--- src/rtl/decoder_gate_scheduler_if.sv ---
// ---------------------------------------------------------------------------
// decoder_gate_scheduler_if
//   Bundles the requester-side and result-side signals of the gate scheduler.
//
//   Handshake: each requester raises req[i] with its operands a[i], b[i] and
//   opcode op[3i+2:3i] held stable. The scheduler answers with a one-cycle
//   gnt[i] pulse; operands are captured on that same edge, so the requester
//   may change them afterwards and must drop req[i] within two cycles. The
//   result comes back later as a one-cycle result_valid pulse tagged with
//   result_id; result itself holds until the next pulse.
//
//   master : requester side (drives req/a/b/op)
//   slave  : scheduler side (drives gnt/busy/result*/op_count/dbg_state)
// ---------------------------------------------------------------------------
interface decoder_gate_scheduler_if #(
    parameter int N_REQ = 4,
    parameter int ID_W  = 2
);
    logic [N_REQ-1:0]   req;
    logic [N_REQ-1:0]   a;
    logic [N_REQ-1:0]   b;
    logic [3*N_REQ-1:0] op;
    logic [N_REQ-1:0]   gnt;
    logic               busy;
    logic               result;
    logic               result_valid;
    logic [ID_W-1:0]    result_id;
    logic [15:0]        op_count;
    logic [1:0]         dbg_state;

    modport master (
        output req, a, b, op,
        input  gnt, busy, result, result_valid, result_id, op_count, dbg_state
    );

    modport slave (
        input  req, a, b, op,
        output gnt, busy, result, result_valid, result_id, op_count, dbg_state
    );
endinterface

--- src/rtl/decoder_gate_scheduler.sv ---
// ---------------------------------------------------------------------------
// decoder_gate_scheduler
//   Shares one 2-to-4 decoder among N_REQ requesters. A round-robin arbiter
//   grants one requester, captures its operands, decodes {a,b} into minterms
//   and ORs the minterms selected by the opcode's truth-table mask.
//   One operation every three cycles: IDLE (grant) -> DEC -> EVAL.
//
//   Ports:
//     clk  : rising-edge clock
//     rst  : asynchronous active-high reset
//     bus  : slave modport of decoder_gate_scheduler_if
//            (req/a/b/op in; gnt/busy/result/result_valid/result_id/
//             op_count/dbg_state out)
//
//   N_REQ legal range is 2..8; ID_W must be clog2(N_REQ), minimum 1.
// ---------------------------------------------------------------------------
module decoder_2x4 (
    input  logic [1:0] in_i,
    output logic [3:0] out_o
);
    always_comb begin
        out_o       = 4'b0000;
        out_o[in_i] = 1'b1;
    end
endmodule

module decoder_gate_scheduler #(
    parameter int N_REQ = 4,
    parameter int ID_W  = 2
) (
    input  logic                     clk,
    input  logic                     rst,
    decoder_gate_scheduler_if.slave  bus
);
    typedef enum logic [1:0] {
        IDLE = 2'd0,
        DEC  = 2'd1,
        EVAL = 2'd2
    } state_t;

    localparam logic [ID_W:0]   N_WIDE = (ID_W+1)'(N_REQ);
    localparam logic [ID_W-1:0] ID_MAX = ID_W'(N_REQ - 1);

    state_t            state_q, state_d;
    logic [ID_W-1:0]   ptr_q, ptr_d;
    logic              a_q, a_d;
    logic              b_q, b_d;
    logic [2:0]        op_q, op_d;
    logic [ID_W-1:0]   id_q, id_d;
    logic [3:0]        dec_q, dec_d;
    logic [N_REQ-1:0]  gnt_q, gnt_d;
    logic              result_q, result_d;
    logic              result_valid_q, result_valid_d;
    logic [ID_W-1:0]   result_id_q, result_id_d;
    logic [15:0]       op_count_q, op_count_d;

    logic [3:0]        dec_out;

    // Arbitration results
    logic [2*N_REQ-1:0] req_rot;
    logic               found;
    logic [ID_W-1:0]    win_off;
    logic [ID_W:0]      win_sum;
    logic [ID_W-1:0]    win_id;
    logic [ID_W-1:0]    ptr_next;
    logic [N_REQ-1:0]   win_onehot;
    logic               sel_a;
    logic               sel_b;
    logic [2:0]         sel_op;

    // The one shared decoder.
    decoder_2x4 u_dec (
        .in_i  ({a_q, b_q}),
        .out_o (dec_out)
    );

    // Truth-table mask: bit k set means minterm k = {a,b} yields 1.
    function automatic logic [3:0] op_mask(input logic [2:0] opc);
        case (opc)
            3'd0:    op_mask = 4'b1000; // AND
            3'd1:    op_mask = 4'b1110; // OR
            3'd2:    op_mask = 4'b0111; // NAND
            3'd3:    op_mask = 4'b0001; // NOR
            3'd4:    op_mask = 4'b0110; // XOR
            3'd5:    op_mask = 4'b1001; // XNOR
            3'd6:    op_mask = 4'b0011; // NOT_A
            default: op_mask = 4'b1100; // BUF_A
        endcase
    endfunction

    // Rotating the doubled request vector right by ptr puts the requester
    // at ptr in bit 0, so the first set bit is the round-robin winner's
    // offset from ptr.
    always_comb begin : arb
        req_rot    = {bus.req, bus.req} >> ptr_q;
        found      = 1'b0;
        win_off    = '0;
        for (int i = 0; i < N_REQ; i++) begin
            if (!found && req_rot[i]) begin
                found   = 1'b1;
                win_off = ID_W'(i);
            end
        end

        win_sum = {1'b0, ptr_q} + {1'b0, win_off};
        if (win_sum >= N_WIDE) begin
            win_sum = win_sum - N_WIDE;
        end
        win_id   = win_sum[ID_W-1:0];
        ptr_next = (win_id == ID_MAX) ? '0 : win_id + ID_W'(1);

        win_onehot = '0;
        sel_a      = 1'b0;
        sel_b      = 1'b0;
        sel_op     = 3'd0;
        for (int j = 0; j < N_REQ; j++) begin
            if (ID_W'(j) == win_id) begin
                win_onehot[j] = 1'b1;
                sel_a         = bus.a[j];
                sel_b         = bus.b[j];
                sel_op        = bus.op[3*j +: 3];
            end
        end
    end

    always_comb begin : next_state
        state_d        = state_q;
        ptr_d          = ptr_q;
        a_d            = a_q;
        b_d            = b_q;
        op_d           = op_q;
        id_d           = id_q;
        dec_d          = dec_q;
        gnt_d          = '0;
        result_d       = result_q;
        result_valid_d = 1'b0;
        result_id_d    = result_id_q;
        op_count_d     = op_count_q;

        case (state_q)
            IDLE: begin
                if (found) begin
                    a_d     = sel_a;
                    b_d     = sel_b;
                    op_d    = sel_op;
                    id_d    = win_id;
                    gnt_d   = win_onehot;
                    ptr_d   = ptr_next;
                    state_d = DEC;
                end
            end
            DEC: begin
                dec_d   = dec_out;
                state_d = EVAL;
            end
            EVAL: begin
                result_d       = |(dec_q & op_mask(op_q));
                result_id_d    = id_q;
                result_valid_d = 1'b1;
                op_count_d     = op_count_q + 16'd1;
                state_d        = IDLE;
            end
            default: begin
                state_d = IDLE;
            end
        endcase
    end

    always_ff @(posedge clk or posedge rst) begin
        if (rst) begin
            state_q        <= IDLE;
            ptr_q          <= '0;
            a_q            <= 1'b0;
            b_q            <= 1'b0;
            op_q           <= 3'd0;
            id_q           <= '0;
            dec_q          <= 4'd0;
            gnt_q          <= '0;
            result_q       <= 1'b0;
            result_valid_q <= 1'b0;
            result_id_q    <= '0;
            op_count_q     <= 16'd0;
        end else begin
            state_q        <= state_d;
            ptr_q          <= ptr_d;
            a_q            <= a_d;
            b_q            <= b_d;
            op_q           <= op_d;
            id_q           <= id_d;
            dec_q          <= dec_d;
            gnt_q          <= gnt_d;
            result_q       <= result_d;
            result_valid_q <= result_valid_d;
            result_id_q    <= result_id_d;
            op_count_q     <= op_count_d;
        end
    end

    assign bus.gnt          = gnt_q;
    assign bus.busy         = (state_q != IDLE);
    assign bus.result       = result_q;
    assign bus.result_valid = result_valid_q;
    assign bus.result_id    = result_id_q;
    assign bus.op_count     = op_count_q;
    assign bus.dbg_state    = state_q;
endmodule
--- src/flat_wrapper.sv ---
// flat-port wrapper written by rule: the top's interface ports become plain ports
module decoder_gate_scheduler_flat 
#(
    parameter int N_REQ = 4,
    parameter int ID_W  = 2
)
  (clk, rst, bus_req, bus_a, bus_b, bus_op, bus_gnt, bus_busy, bus_result, bus_result_valid, bus_result_id, bus_op_count, bus_dbg_state);
  decoder_gate_scheduler_if #(.N_REQ(N_REQ), .ID_W(ID_W)) bus_i ();
  input  logic clk;
  input  logic rst;
  input wire logic [$bits(bus_i.req)-1:0] bus_req;
  input wire logic [$bits(bus_i.a)-1:0] bus_a;
  input wire logic [$bits(bus_i.b)-1:0] bus_b;
  input wire logic [$bits(bus_i.op)-1:0] bus_op;
  output wire logic [$bits(bus_i.gnt)-1:0] bus_gnt;
  output wire logic [$bits(bus_i.busy)-1:0] bus_busy;
  output wire logic [$bits(bus_i.result)-1:0] bus_result;
  output wire logic [$bits(bus_i.result_valid)-1:0] bus_result_valid;
  output wire logic [$bits(bus_i.result_id)-1:0] bus_result_id;
  output wire logic [$bits(bus_i.op_count)-1:0] bus_op_count;
  output wire logic [$bits(bus_i.dbg_state)-1:0] bus_dbg_state;
  assign bus_i.req = bus_req;
  assign bus_i.a = bus_a;
  assign bus_i.b = bus_b;
  assign bus_i.op = bus_op;
  assign bus_gnt = bus_i.gnt;
  assign bus_busy = bus_i.busy;
  assign bus_result = bus_i.result;
  assign bus_result_valid = bus_i.result_valid;
  assign bus_result_id = bus_i.result_id;
  assign bus_op_count = bus_i.op_count;
  assign bus_dbg_state = bus_i.dbg_state;
  decoder_gate_scheduler #(.N_REQ(N_REQ), .ID_W(ID_W)) u_core (.clk(clk), .rst(rst), .bus(bus_i));
endmodule
--- config.mk ---
export PLATFORM = sky130hd
export DESIGN_NAME = decoder_gate_scheduler_flat
export DESIGN_NICKNAME = d
export VERILOG_FILES = /design/src/rtl/decoder_gate_scheduler_if.sv /design/src/rtl/decoder_gate_scheduler.sv /design/src/flat_wrapper.sv
export SDC_FILE = /design/constraint.sdc
export NUM_CORES = 1
export LEC_CHECK = 0
export ABC_AREA = 0
export BUFFER_PORTS_ARGS = -buffer_cell sky130_fd_sc_hd__buf_2
export CORE_MARGIN = 1.5
export CORE_UTILIZATION = 52
export CTS_CLUSTER_SIZE = 14
export DETAILED_ROUTE_END_ITERATION = 7
export PLACE_DENSITY = 0.9
export SLEW_MARGIN = 20
export SYNTH_ARGS = -nofsm -noshare
export SYNTH_HDL_FRONTEND = slang
export SYNTH_SLANG_ARGS = --single-unit
--- constraint.sdc ---
create_clock -name clk -period 3.3 [get_ports clk]
set_input_delay 0.66 -clock clk [delete_from_list [all_inputs] [get_ports clk]]
set_output_delay 0.66 -clock clk [all_outputs]
set_load 0.01 [all_outputs]
==> summary.md <==
| Metric | Value |
|---|---|
| Root buffer cell | clkbuf_8 |
| Core ar. | 0.00372 mm2 |
| Critical path arrival | 3190 ps |
| Vias in the first global route | 1623 |
| Post-Synthesis Cells | 202 |
| Max Cap Violations | 0 |
| Max incr delay on CP | 450 ps |
| Worst hold path class | input pin to async pin |
| Initial antenna violation count | 0 |
| Nets | 292 |
| Largest net degree at the start of global routing | 40 |
| Post-synth top area share | 47.9% |
| Share of post-route cells with drive strength above 1 | 29.1% |
| Final Cell Area | 0.00250 mm2 |
| Clk sinks | 39 |
| Worst Setup Start Kind | input pin |
| WL per Instance | 13.6 um |
| Initial Util | 54.8% |
| Drt total wl | 4210 um |
| DR DRC count | 0 |
| LEAKAGE | 1.28 nW |
| Final worst-path cycle share | 91.8% |
| Resized Gates After CTS | 0 |
| Area Growth Syn to Fin | 22.8% |
| GP Congestion | 0.811 |
| Slew @ Worst Pin | 483 ps |
| First-pass iteration count of the detailed router | 5 |
| Number of synthesized register bits | 39 |
| Die Height | 65.6 um |
| Total number of vias | 1693 |
| N_diodes | 0 |
| Count of cell types in the netlist | 48 |
| Via density | 5.48 |
| Setup Fix Bufs, Post-CTS | 0 |
| PD cells | 940 mW/mm2 |
| Post-place setup slack | -29.7 ps |
| Worst setup EP type | register |
| Top FF cell, synth | dfrtp_1 |
| Clock transition at path regs | 80 ps |
| TritonCTS buffer count | 5 |
| CP Class | input pin to register |
| Post-synth EDFFs | 0 |
| Port bufs | 52 |
| Die area | 0.00430 mm2 |
| Final ANT Viol Nets | 0 |
| H-tree depth | 2 |
| Total grt overflow | 0 |
| Ys Warns | 0 |
| Ys async rst share | 100% |
| Hold-fix buffers, CTS | 0 |
| Num ports | 53 |
| Unrepaired setup endpoints after global routing | false |
| Sequential fraction of the synthesis area | 47.9% |
| Post-DP HPWL | 3120 um |
| Synthesized area | 0.00204 mm2 |
| Clock Skew | 6.70 ps |
| Number of core rows | 22 |
| Critical path cell sequence | buf_2 -> or3b_2 -> a21oi_1 -> a21oi_1 -> o221ai_1 -> ha_1 -> xnor2_1 -> a31oi_1 -> or2_1 -> ha_1 -> nor2b_1 -> buf_4 -> a221oi_1 -> a211o_1 -> a22oi_1 |
| Critical path buffer and inverter count | 2 |
| Clk buf depth | 2 |
| Dominant cell type by area after synthesis | dfrtp_1 |
| Worst setup margin | 269 ps |
| Peak Freq | 330 MHz |
| Status | completed |
| Hold Fails Final Rpt | 0 |
| Die W | 65.6 um |
| Placed Area | 0.00237 mm2 |
| First-pass GRT wire length | 7250 um |
| Slowest CP cell | or3b_2 |
| Final core area utilization | 67.4% |
| Crit path max-delay family | compound AO/OA/AOI/OAI gates |
| Final setup violation count | 0 |
| Data required, critical path | 3460 ps |
| Initial drt markers | 123 |
| Max transition margin | 67.8% |
| Critical path peak fanout | 5 |
| Setup TNS | 0 ps |
| Max rail drop VDD | 0.000659 V |
| Total Routing Usage GR | 22.4% |
| Max Slew Vio Count | 0 |
| Worst-Skew Late Latency | 290 ps |
| Main area contributors after synthesis | dfrtp_1, xnor2_1, nand2_1 |
| CTS tree | built |
| Syn_nets | 234 |
| Syn_area_per_cell | 10.1 um2 |
| Fin crit period | 3030 ps |
[layout make-up]
| cell class | count | area (um2) |
|---|---|---|
| clock buffer | 6 | 72.6 |
| clock inverter | 2 | 60.1 |
| fill | 319 | 1210 |
| inverter | 12 | 45.0 |
| multi-input combinational | 144 | 985 |
| tap | 48 | 60.1 |
| sequential | 39 | 976 |
| timing repair buffer | 58 | 305 |
[metal layers]
metal | vias to the layer above | part of all wire (%) | track usage (%)
met4 | 0 | 2.4 | 8.33
li1 | 821 | - | -
met3 | 13 | 6.7 | 6.16
met2 | 66 | 48 | 37.8
met5 | - | 0 | 0
met1 | 793 | 43 | 27.3
[Yosys cell counts, types with 2 or more instances]
cell type  number
a211o_1         5
and4_1          3
nor4_4          2
mux2i_1         2
clkbuf_1        4
and2b_2         2
nor2_1          9
xnor2_1        13
xor2_1          3
o221ai_1        3
nand2b_1        6
a21oi_1        12
clkinv_1        2
o31ai_1         2
nand4_1         2
nand3_1         4
a221oi_1        5
nand2_1        28
buf_2           2
a22oi_1         2
dfrtp_1        39
o21ai_0         8
ha_1            6
inv_1          10
and2_1          5
[cells by family (layout without fill, tap and decap cells)]
kind of cell	count (synthesis)	in the layout	synth area share, %
simple gates	75	75	21.4
xor+xnor	16	16	6.88
flops	39	39	47.9
mux	3	3	1.53
fa+ha+maj	6	6	3.68
compound gates	44	44	14.8
buf+inv	19	78	3.81
[where the power goes]
group / internal, mW / switching, mW / total, mW
registers: 0.635 / 0.147 / 0.782
clock network: 0.302 / 0.167 / 0.469
logic: 0.506 / 0.596 / 1.10
[worst paths after layout]
kind / startpoint / to / slack (ps) / cells past startpoint
max: bus_req[0] / u_core.op_q[2] / 270 / 15
min: rst / u_core.bus.result_valid / 460 / 3
max reg2reg: u_core.ptr_q[0] / u_core.op_q[2] / 340 / 15
min reg2reg: u_core.id_q[1] / u_core.bus.result_id[1] / 480 / 2
max in group asynchronous: rst / u_core.bus.dbg_state[0] / 2490 / 3
min in group clk: u_core.id_q[1] / u_core.bus.result_id[1] / 480 / 2
[worst reg2reg max path, stage by stage (launching register included)]
cell and delay [ps]:
dfrtp_1 340, buf_4 170, nand2b_1 140, o22ai_1 110
a21oi_1 160, o221ai_1 130, ha_1 210, xnor2_1 200
a31oi_1 120, or2_1 290, ha_1 190, nor2b_1 130
buf_4 150, a221oi_1 270, a211o_1 150, a22oi_1 60
[layout by cell type (no fill, tap or decap), types with 2 or more instances in the layout]
master	netlist	layout
a22oi_1	2	2
a21oi_1	12	12
nand2b_1	6	6
nand3_1	4	4
o221ai_1	3	3
bufinv_16	0	2
clkinv_1	2	2
buf_2	2	52
dfrtp_1	39	39
and2b_2	2	2
and4_1	3	3
ha_1	6	6
xor2_1	3	3
a211o_1	5	5
buf_4	1	6
inv_1	10	10
o31ai_1	2	2
o21ai_0	8	8
mux2i_1	2	2
nor4_4	2	2
clkbuf_8	0	5
nor2_1	9	9
and2_1	5	5
nand2_1	28	28
nand4_1	2	2
a221oi_1	5	5
xnor2_1	13	13
[through the flow]
step                      hold WS (ps)  cells  power, mW
final                              460    309       2.35
after CTS                          474    309       2.36
after global placement             454    301       1.84
after detailed placement           466    301       1.88
after floorplan                    439    202       1.58
after global routing               502    309       2.53
[registers in the layout, summed over array words and instances (netlist names)]
| register | count |
|---|---|
| u_core.ptr_q | 2 |
| u_core.bus.dbg_state | 2 |
| u_core.bus.op_count | 16 |
| u_core.bus.result_id | 2 |
| u_core.op_q | 3 |
| u_core.b_q | 1 |
| u_core.bus.result | 1 |
| u_core.id_q | 2 |
| u_core.bus.result_valid | 1 |
| u_core.dec_q | 4 |
| u_core.a_q | 1 |
| u_core.bus.gnt | 4 |
(Power assumes the default switching activity.)
